--- src/rtl/doodle_motion.sv ---
// doodle_motion: per-frame motion engine for the player sprite.
// Applies gravity, platform bounces, left/right steering with screen wrap
// and the IDLE/RISE/FALL/DEAD game-state machine. Every state update
// happens once per frame_clk rising edge, on a single Clk cycle.
//
// Ports:
//   Clk        system clock
//   Reset      asynchronous active-low reset
//   frame_clk  frame strobe, asynchronous to Clk
//   keycode    current keycode (0x04 left, 0x07 right, 0x2C space, 0x28 enter)
//   plat_hit   sprite bottom overlaps a platform this frame
//   BallX      sprite centre X
//   BallY      sprite centre Y
//   Ball_size  sprite half-size (constant)
//   outstate   0=IDLE 1=RISE 2=FALL 3=DEAD
//   Bounces    platform bounce count, saturating at 255
`timescale 1ns/100ps
module doodle_motion #(
   parameter int X_START  = 320,
   parameter int Y_START  = 400,
   parameter int X_MAX    = 639,
   parameter int Y_MAX    = 479,
   parameter int SIZE     = 4,
   parameter int JUMP_V   = 12,
   parameter int GRAVITY  = 1,
   parameter int MAX_FALL = 12,
   parameter int X_STEP   = 2
) (
   input  logic       Clk,
   input  logic       Reset,
   input  logic       frame_clk,
   input  logic [7:0] keycode,
   input  logic       plat_hit,
   output logic [9:0] BallX,
   output logic [9:0] BallY,
   output logic [9:0] Ball_size,
   output logic [2:0] outstate,
   output logic [7:0] Bounces
);

   localparam logic [2:0] ST_IDLE = 3'd0;
   localparam logic [2:0] ST_RISE = 3'd1;
   localparam logic [2:0] ST_FALL = 3'd2;
   localparam logic [2:0] ST_DEAD = 3'd3;

   localparam logic [7:0] KEY_A     = 8'h04;
   localparam logic [7:0] KEY_D     = 8'h07;
   localparam logic [7:0] KEY_SPACE = 8'h2C;
   localparam logic [7:0] KEY_ENTER = 8'h28;

   localparam logic signed [10:0] SIZE_W   = 11'(SIZE);
   localparam logic signed [10:0] X_LIM_W  = 11'(X_MAX - SIZE);
   localparam logic signed [10:0] Y_MAX_W  = 11'(Y_MAX);
   localparam logic signed [10:0] X_STEP_W = 11'(X_STEP);
   localparam logic signed [8:0]  GRAV_W   = 9'(GRAVITY);
   localparam logic signed [8:0]  MAXF_W   = 9'(MAX_FALL);
   localparam logic signed [7:0]  VY_LAUNCH = 8'(-JUMP_V);

   localparam logic [9:0] X_START_U = 10'(X_START);
   localparam logic [9:0] Y_START_U = 10'(Y_START);
   localparam logic [9:0] SIZE_U    = 10'(SIZE);
   localparam logic [9:0] X_WRAP_HI = 10'(X_MAX - SIZE);
   localparam logic [9:0] Y_REST_U  = 10'(Y_MAX - SIZE);

   logic                f1_r, f2_r, f3_r;
   logic                tick_s;
   logic [2:0]          state_r, state_nx_s;
   logic [9:0]          x_r, y_r, x_nx_s, y_nx_s;
   logic signed [7:0]   vy_r, vy_nx_s, vy_grav_s;
   logic [7:0]          bounces_r, bounces_nx_s;
   logic signed [10:0]  ny_s, nx_s;
   logic signed [8:0]   vy_sum_s;
   logic [9:0]          x_wrap_s;
   logic                ceil_s, bounce_s, floor_s;

   // Frame strobe synchroniser; tick marks the first Clk cycle after a rising edge.
   always_ff @(posedge Clk or negedge Reset) begin
      if (!Reset) begin
         f1_r <= 1'b0;
         f2_r <= 1'b0;
         f3_r <= 1'b0;
      end else begin
         f1_r <= frame_clk;
         f2_r <= f1_r;
         f3_r <= f2_r;
      end
   end

   assign tick_s = f2_r & ~f3_r;

   // Physics arithmetic: vertical step, gravity with terminal speed, steering and wrap.
   always_comb begin
      ny_s     = $signed({1'b0, y_r}) + $signed({{3{vy_r[7]}}, vy_r});
      vy_sum_s = $signed({vy_r[7], vy_r}) + GRAV_W;
      if (vy_sum_s > MAXF_W) begin
         vy_grav_s = MAXF_W[7:0];
      end else begin
         vy_grav_s = vy_sum_s[7:0];
      end
      if (keycode == KEY_A) begin
         nx_s = $signed({1'b0, x_r}) - X_STEP_W;
      end else if (keycode == KEY_D) begin
         nx_s = $signed({1'b0, x_r}) + X_STEP_W;
      end else begin
         nx_s = $signed({1'b0, x_r});
      end
      if (nx_s < SIZE_W) begin
         x_wrap_s = X_WRAP_HI;
      end else if (nx_s > X_LIM_W) begin
         x_wrap_s = SIZE_U;
      end else begin
         x_wrap_s = nx_s[9:0];
      end
   end

   // Ceiling and floor are mutually exclusive with each other and with a
   // bounce (which needs Vy>0), so their order only settles bounce-vs-floor.
   assign ceil_s   = (ny_s < SIZE_W);
   assign bounce_s = (state_r == ST_FALL) && plat_hit && (vy_r > 8'sd0);
   assign floor_s  = (state_r == ST_FALL) && ((ny_s + SIZE_W) > Y_MAX_W);

   // Game-state register.
   always_ff @(posedge Clk or negedge Reset) begin
      if (!Reset) begin
         state_r <= ST_IDLE;
      end else begin
         state_r <= state_nx_s;
      end
   end

   // Next-state logic; only a frame tick can move the state machine.
   always_comb begin
      state_nx_s = state_r;
      if (tick_s) begin
         case (state_r)
            ST_IDLE: begin
               if (keycode == KEY_SPACE) begin
                  state_nx_s = ST_RISE;
               end else begin
                  state_nx_s = ST_IDLE;
               end
            end
            ST_RISE, ST_FALL: begin
               if (ceil_s) begin
                  state_nx_s = ST_FALL;
               end else if (bounce_s) begin
                  state_nx_s = ST_RISE;
               end else if (floor_s) begin
                  state_nx_s = ST_DEAD;
               end else if ((state_r == ST_RISE) && !vy_grav_s[7]) begin
                  state_nx_s = ST_FALL;
               end else begin
                  state_nx_s = state_r;
               end
            end
            ST_DEAD: begin
               if (keycode == KEY_ENTER) begin
                  state_nx_s = ST_IDLE;
               end else begin
                  state_nx_s = ST_DEAD;
               end
            end
            default: state_nx_s = ST_IDLE;
         endcase
      end else begin
         state_nx_s = state_r;
      end
   end

   // Datapath next values: position, vertical speed and bounce counter.
   always_comb begin
      x_nx_s       = x_r;
      y_nx_s       = y_r;
      vy_nx_s      = vy_r;
      bounces_nx_s = bounces_r;
      if (tick_s) begin
         case (state_r)
            ST_IDLE: begin
               if (keycode == KEY_SPACE) begin
                  vy_nx_s      = VY_LAUNCH;
                  bounces_nx_s = 8'd0;
               end else begin
                  vy_nx_s = vy_r;
               end
            end
            ST_RISE, ST_FALL: begin
               x_nx_s = x_wrap_s;
               if (ceil_s) begin
                  y_nx_s  = SIZE_U;
                  vy_nx_s = 8'sd0;
               end else if (bounce_s) begin
                  y_nx_s  = ny_s[9:0];
                  vy_nx_s = VY_LAUNCH;
                  if (bounces_r == 8'd255) begin
                     bounces_nx_s = bounces_r;
                  end else begin
                     bounces_nx_s = bounces_r + 8'd1;
                  end
               end else if (floor_s) begin
                  y_nx_s  = Y_REST_U;
                  vy_nx_s = 8'sd0;
               end else begin
                  y_nx_s  = ny_s[9:0];
                  vy_nx_s = vy_grav_s;
               end
            end
            ST_DEAD: begin
               if (keycode == KEY_ENTER) begin
                  x_nx_s  = X_START_U;
                  y_nx_s  = Y_START_U;
                  vy_nx_s = 8'sd0;
               end else begin
                  x_nx_s = x_r;
               end
            end
            default: begin
               x_nx_s  = X_START_U;
               y_nx_s  = Y_START_U;
               vy_nx_s = 8'sd0;
            end
         endcase
      end else begin
         x_nx_s = x_r;
      end
   end

   // Datapath registers.
   always_ff @(posedge Clk or negedge Reset) begin
      if (!Reset) begin
         x_r       <= X_START_U;
         y_r       <= Y_START_U;
         vy_r      <= 8'sd0;
         bounces_r <= 8'd0;
      end else begin
         x_r       <= x_nx_s;
         y_r       <= y_nx_s;
         vy_r      <= vy_nx_s;
         bounces_r <= bounces_nx_s;
      end
   end

   assign BallX     = x_r;
   assign BallY     = y_r;
   assign Ball_size = SIZE_U;
   assign outstate  = state_r;
   assign Bounces   = bounces_r;

endmodule
--- config.mk ---
export PLATFORM = sky130hd
export DESIGN_NAME = doodle_motion
export DESIGN_NICKNAME = d
export VERILOG_FILES = /design/src/rtl/doodle_motion.sv
export SDC_FILE = /design/constraint.sdc
export NUM_CORES = 1
export LEC_CHECK = 0
export CAP_MARGIN = 20
export CELL_PAD_IN_SITES_DETAIL_PLACEMENT = 0
export CELL_PAD_IN_SITES_GLOBAL_PLACEMENT = 1
export CORE_UTILIZATION = 40
export CTS_CLUSTER_SIZE = 28
export DETAILED_ROUTE_END_ITERATION = 12
export PLACE_DENSITY_LB_ADDON = 0.1
export SYNTH_ARGS = -nofsm -noshare
export SYNTH_HDL_FRONTEND = slang
export SYNTH_SLANG_ARGS = --single-unit
--- constraint.sdc ---
create_clock -name Clk -period 4.4 [get_ports Clk]
set_input_delay 0.66 -clock Clk [delete_from_list [all_inputs] [get_ports Clk]]
set_output_delay 0.66 -clock Clk [all_outputs]
set_load 0.01 [all_outputs]
Word-level counts from Yosys, hierarchy flattened
Cells that the tools add are included.
{"block": "totals", "reg_bits": 42, "output_inout_bits": 41}
{"block": "op_classes", "add_sub_neg": 6, "order_cmp": 6, "n_eq_ne": 14, "n_mux": 30, "n_bitwise": 3, "n_reduce_logical": 12}
{"operator": "8-bit 2-to-1 mux", "n": 10}
{"operator": "10-bit 2-to-1 mux", "n": 7}
{"operator": "10-bit one-hot mux with 3 select lines", "n": 2}
{"operator": "8-bit one-hot mux with 3 select lines", "n": 1}
{"operator": "11-bit by 4-bit < comparator with 1-bit output (second input constant)", "n": 2}
{"operator": "11-bit 2-to-1 mux", "n": 2}
{"operator": "8-bit by 3-bit == test with 1-bit output (second input constant)", "n": 2}
{"operator": "8-bit by 6-bit == test with 1-bit output (second input constant)", "n": 2}
{"operator": "8-bit one-hot mux with 2 select lines", "n": 1}
{"operator": "3-bit 2-to-1 mux", "n": 4}
{"operator": "10-bit by 2-bit adder with 11-bit output (second input constant)", "n": 1}
{"operator": "11-bit by 4-bit adder with 11-bit output (second input constant)", "n": 1}
{"operator": "11-bit by 8-bit adder with 11-bit output", "n": 1}
{"operator": "11-bit by 10-bit > comparator with 1-bit output (second input constant)", "n": 1}
{"operator": "11-bit > comparator (second input constant)", "n": 1}
{"operator": "10-bit by 2-bit subtractor with 11-bit output (second input constant)", "n": 1}
{"operator": "2-bit inequality test (second input constant)", "n": 5}
{"operator": "8-bit by 2-bit adder with 9-bit output (second input constant)", "n": 1}
{"operator": "9-bit by 5-bit > comparator with 1-bit output (second input constant)", "n": 1}
{"operator": "3-bit one-hot mux with 3 select lines", "n": 1}
{"operator": "8-bit by 1-bit adder with 8-bit output (second input constant)", "n": 1}
{"operator": "8-bit == test (second input constant)", "n": 1}
{"operator": "8-bit by 1-bit > comparator with 1-bit output (second input constant)", "n": 1}
{"operator": "3-bit by 2-bit == test with 1-bit output (second input constant)", "n": 2}
{"operator": "other kinds (14)", "n": 19}

Depth between registers and ports, before layout
{"block": "logic_depth", "ltp_word": 10, "mapped_depth": 12, "depth_no_buf": 12}

Least setup slack after synthesis
No wires, ideal clock.
{"block": "synth_timing", "kind": "flip-flop to flip-flop", "startpoint": "reg y_r[1], in the netlist BallY[1]", "endpoint": "reg vy_r[4]", "t_arrival_ns": 3.323, "path_slack_ns": 0.939, "path_stages_with_launch": 13, "n_path_buf": 0, "synth_period_minus_slack_ns": 3.461, "path_cell_list": "dfrtp_1 ha_1 a211oi_2 nor3b_1 nor2_1 ha_1 xnor3_1 nand4_1 a41oi_1 or4_4 a211oi_4 nand2b_4 o41ai_2"}
{"block": "synth_via", "elab_chain_len": 8, "elab_cells_between_ends": 9, "classes_between": "add/sub (2); order compare (2); mux (4); reduce/logical (1)"}
{"element": "start, declared", "line_no": "68", "rtl": "logic [9:0] x_r, y_r, x_nx_s, y_nx_s;"}
{"element": "start signal, assigned", "line_no": "236", "rtl": "y_r <= y_nx_s;"}
{"element": "11-bit by 8-bit adder with 11-bit output *", "line_no": "93", "rtl": "ny_s = $signed({1'b0, y_r}) + $signed({{3{vy_r[7]}}, vy_r});"}
{"element": "11-bit by 4-bit adder with 11-bit output", "line_no": "120", "rtl": "assign floor_s = (state_r == ST_FALL) && ((ny_s + SIZE_W) > Y_MAX_W);"}
{"element": "11-bit by 10-bit > comparator with 1-bit output", "line_no": "120"}
{"element": "1-bit logical AND", "line_no": "120"}
{"element": "8-bit 2-to-1 mux", "line_no": "199", "rtl": "end else if (floor_s) begin"}
{"element": "8-bit 2-to-1 mux", "line_no": "191", "rtl": "end else if (bounce_s) begin"}
{"element": "8-bit 2-to-1 mux *", "line_no": "188", "rtl": "if (ceil_s) begin"}
{"element": "8-bit one-hot mux with 3 select lines *", "line_no": "177", "rtl": "case (state_r)"}
{"element": "end signal, assigned", "line_no": "237", "rtl": "vy_r <= vy_nx_s;"}
{"element": "end, declared", "line_no": "69", "rtl": "logic signed [7:0] vy_r, vy_nx_s, vy_grav_s;"}
Mark *: on every way between the ends. The rest lies on a longest branch, timed or not.
A chain may end at the register's enable or synchronous reset.

Final worst setup path
{"block": "layout_timing", "startpoint": "reg vy_r[2]", "endpoint": "reg vy_r[4]"}
{"block": "layout_via", "elab_chain_len": 8, "elab_cells_between_ends": 14, "classes_between": "add/sub (3); order compare (4); mux (5); reduce/logical (2)"}
{"element": "11-bit by 8-bit adder with 11-bit output", "line_no": "93"}
{"element": "11-bit by 4-bit adder with 11-bit output", "line_no": "120"}
{"element": "11-bit by 10-bit > comparator with 1-bit output", "line_no": "120"}
{"element": "1-bit logical AND", "line_no": "120"}
{"element": "8-bit 2-to-1 mux", "line_no": "199"}
{"element": "8-bit 2-to-1 mux", "line_no": "191"}
{"element": "8-bit 2-to-1 mux *", "line_no": "188"}
{"element": "8-bit one-hot mux with 3 select lines *", "line_no": "177"}
Marked as above.

==> flow_summary.toml <==
[status]
status = "finished, violations left"
violations = "DRC"

[synthesis]
synth_edf_count = 0
ys_async_sr_fraction_pct = 100
netlist_top_cells_area = "dfrtp_1, ha_1, nor2_1"
synth-xor-area-share_pct = 5.86
yosysTopAreaCell = "dfrtp_1"
yosys_warnings = 0
yosysSeqAreaShare_pct = 27.9
synth_compound_area_share_pct = 24.3
yosysUniqueCellTypes = 73
synth.most_common_cell = "nor2_1"
synth_top_area_share_pct = 24.4
synth_top_family_by_area = "simple AND/OR/NAND/NOR gates"
yosys.area_share.adder_pct = 8.33
yosys.area_share.simple_pct = 25.9
synth_common_cells = "nor2_1, nand2_1, dfrtp_1, o21ai_0, ha_1"
synthFlopType = "dfrtp_1"
ys_ff_latch = 41
syn_area_um2 = 3690
synthMuxAreaShare_pct = 1.52
postSynthCellCount = 448
synth.avg_cell_area_um2 = 8.24

[flow_run]
maxCapViolCount = 0

[final_layout]
fin_nets = 521
drive_above_1_share_pct = 9.05
postLayoutCellArea_um2 = 4280
fill_cells = 863
area.growth.synth_to_final_pct = 15.8
diodes = 0

[placed_design]
port_buffers = 41
place.gp.congestion = 0.795
dpl.hpwl_mm = 7.17
place_area_um2 = 4190

[clocking]
cts_resized = 0
hold_buffers = 0
clkSinkCount = 41
post_cts_buffers = 0
cts_tree = "done"
clk_latency_ns = 0.31
cts_buffer_depth = 2
cts_max_level = 2
numCtsBuffers = 5
clk_pin_slew_worst_paths_ns = 0.09
cts_root_buffer = "clkbuf_8"

[sta]
finalCritPeriodShare_pct = 89.9
clock.fmax_mhz = 253
hold_viol = 0
clock_skew_ns = 0.0109
max_slew_margin_pct = 36.1
rsz0062_at_grt = "false"
maxSlewViolCount = 0
tns_ns = 0
fin_crit_ns = 3.96
finalSetupViolCount = 0
worst_pin_slew_ns = 0.958

[global_routing]
grt_max_degree = 42
grt.total_usage_pct = 20.1
grt_pass1_vias = 3148
grt_pass1_wl_mm = 15.6
antenna_found_initial = 0
grt.overflow.total = 0

[pwr]
seq_power_share_pct = 23.4
p_switching_mw = 1.40
pwr_density_cell_nw_per_um2 = 661
p_clk_share_pct = 9.3
leakage_nw = 1.76
power_mw = 2.83
p_int_mw = 1.42
swShare_pct = 49.7
combPwrFrac_pct = 67.3
peakVddDrop_uv = 257

[floorplan]
dieHeight_um = 98.1
io_pins = 53
initial_core_util_pct = 41.7
die_w_um = 98.1
num_rows = 34
coreArea_um2 = 8850
dieArea_um2 = 9620

[routing]
drcViolationCount = 3
wl_per_cell_um = 16.0
vias = 3426
first_pass_iters = 8
drtIter0Drc = 137
detail_route.wirelength_mm = 9.49
final_antenna_net_count = 0
via_per_inst = 5.77

[worst_setup_path]
endpoint_kind = "flop"
critPathRequiredTime_ns = 4.57
crit_arrival_ns = 4.13
path_class = "flop to flop"
start_kind = "flop"
path_max_fanout = 10

[hold_path]
min_path_type = "flop to flop"
-- layout by cell type, fill, tap and decap left out, drive strengths merged, types with 3 or more instances in the layout --
cell type / count
clkbuf: 5
a22o: 6
a21oi: 21
dfstp: 5
nor2: 45
conb: 11
a22oi: 4
or2: 3
o22ai: 4
o41ai: 4
nand3: 15
or3: 6
a21o: 5
buf: 11
and3: 5
a41oi: 3
o22a: 4
o211ai: 3
nor2b: 7
xor2: 13
and2: 6
nor3: 13
inv: 17
o21ai: 33
clkdlybuf4s50: 40
nand4: 9
o31ai: 6
nor4: 12
nand2b: 8
a211oi: 7
dfrtp: 36
a31oi: 3
ha: 23
nand2: 40
mux2: 5
xnor2: 7
nor3b: 5
a21boi: 4
-- layer usage --
| metal | wire [um] | GRT usage (%) | up-vias |
|---|---|---|---|
| met5 | 0 | 0 | - |
| met4 | 95 | 4.43 | 0 |
| met3 | 350 | 2.65 | 9 |
| met2 | 4250 | 30.8 | 89 |
| met1 | 4800 | 29.9 | 1627 |
| li1 | - | - | 1701 |
-- power by group through the flow --
stage	clock [mW]	sequential (mW)	combinational (mW)
CTS	0.270	0.660	1.89
global route	0.283	0.681	2.08
detailed placement	0	0.669	1.87
floorplan	0	0.625	1.40
finish	0.262	0.662	1.90
global placement	0	0.662	1.86
-- state kept, by name (all words and copies together) (netlist names) --
name / count
BallX: 10
BallY: 10
Bounces: 8
vy_r: 8
outstate: 2
f1_r: 1
f2_r: 1
f3_r: 1
-- final cells by class --
cell class,count,area [um2],area share (%)
Clock buffer,5,68.8,1.61
Clock inverter,3,21.3,0.498
Inverter,16,60.1,1.40
Multi-Input combinational cell,370,2480,57.9
Sequential cell,41,1030,24.1
Tap cell,108,135,3.16
Timing Repair Buffer,51,480,11.2
-- per-stage QoR --
stage	hold slack [ns]	utilization [%]	instances	worst slack, ns
floorplan	0.331	-	457	0.939
global placement	0.336	47.3	586	0.602
detailed placement	0.342	47.3	586	0.451
CTS	0.364	48.3	594	0.434
global route	0.376	48.3	594	0.195
finish	0.359	48.3	594	0.443
-- worst max-delay path, stage by stage, from the launching register on --
cell and delay [ns]:
dfrtp_1 0.50, ha_1 0.42, nor2_1 0.12, nor3b_1 0.46, nor2_1 0.17, ha_1 0.29, xnor3_1 0.37, nand4_1 0.11
a41oi_1 0.12, or4_4 0.47, a211oi_4 0.45, nand2b_4 0.27, o41ai_2 0.08
-- cells by family after synthesis --
kind of cell | after synthesis
flops | 41
compound gates | 125
xor+xnor | 21
other cells | 2
fa+ha+maj | 24
simple gates | 184
buf+inv | 46
mux | 5
-- worst paths after layout --
check,startpoint,slack (ns),depth (start not counted),end
setup / recovery,vy_r[2],0.44,12,vy_r[4]
hold / removal,f1_r,0.36,0,f2_r
setup reg to reg,vy_r[2],0.44,12,vy_r[4]
hold reg to reg,f1_r,0.36,0,f2_r
max in group asynchronous,Reset,3.30,1,BallX[2]
min in group asynchronous,Reset,0.49,1,BallY[6]
Power figures use the tool's default switching activity.
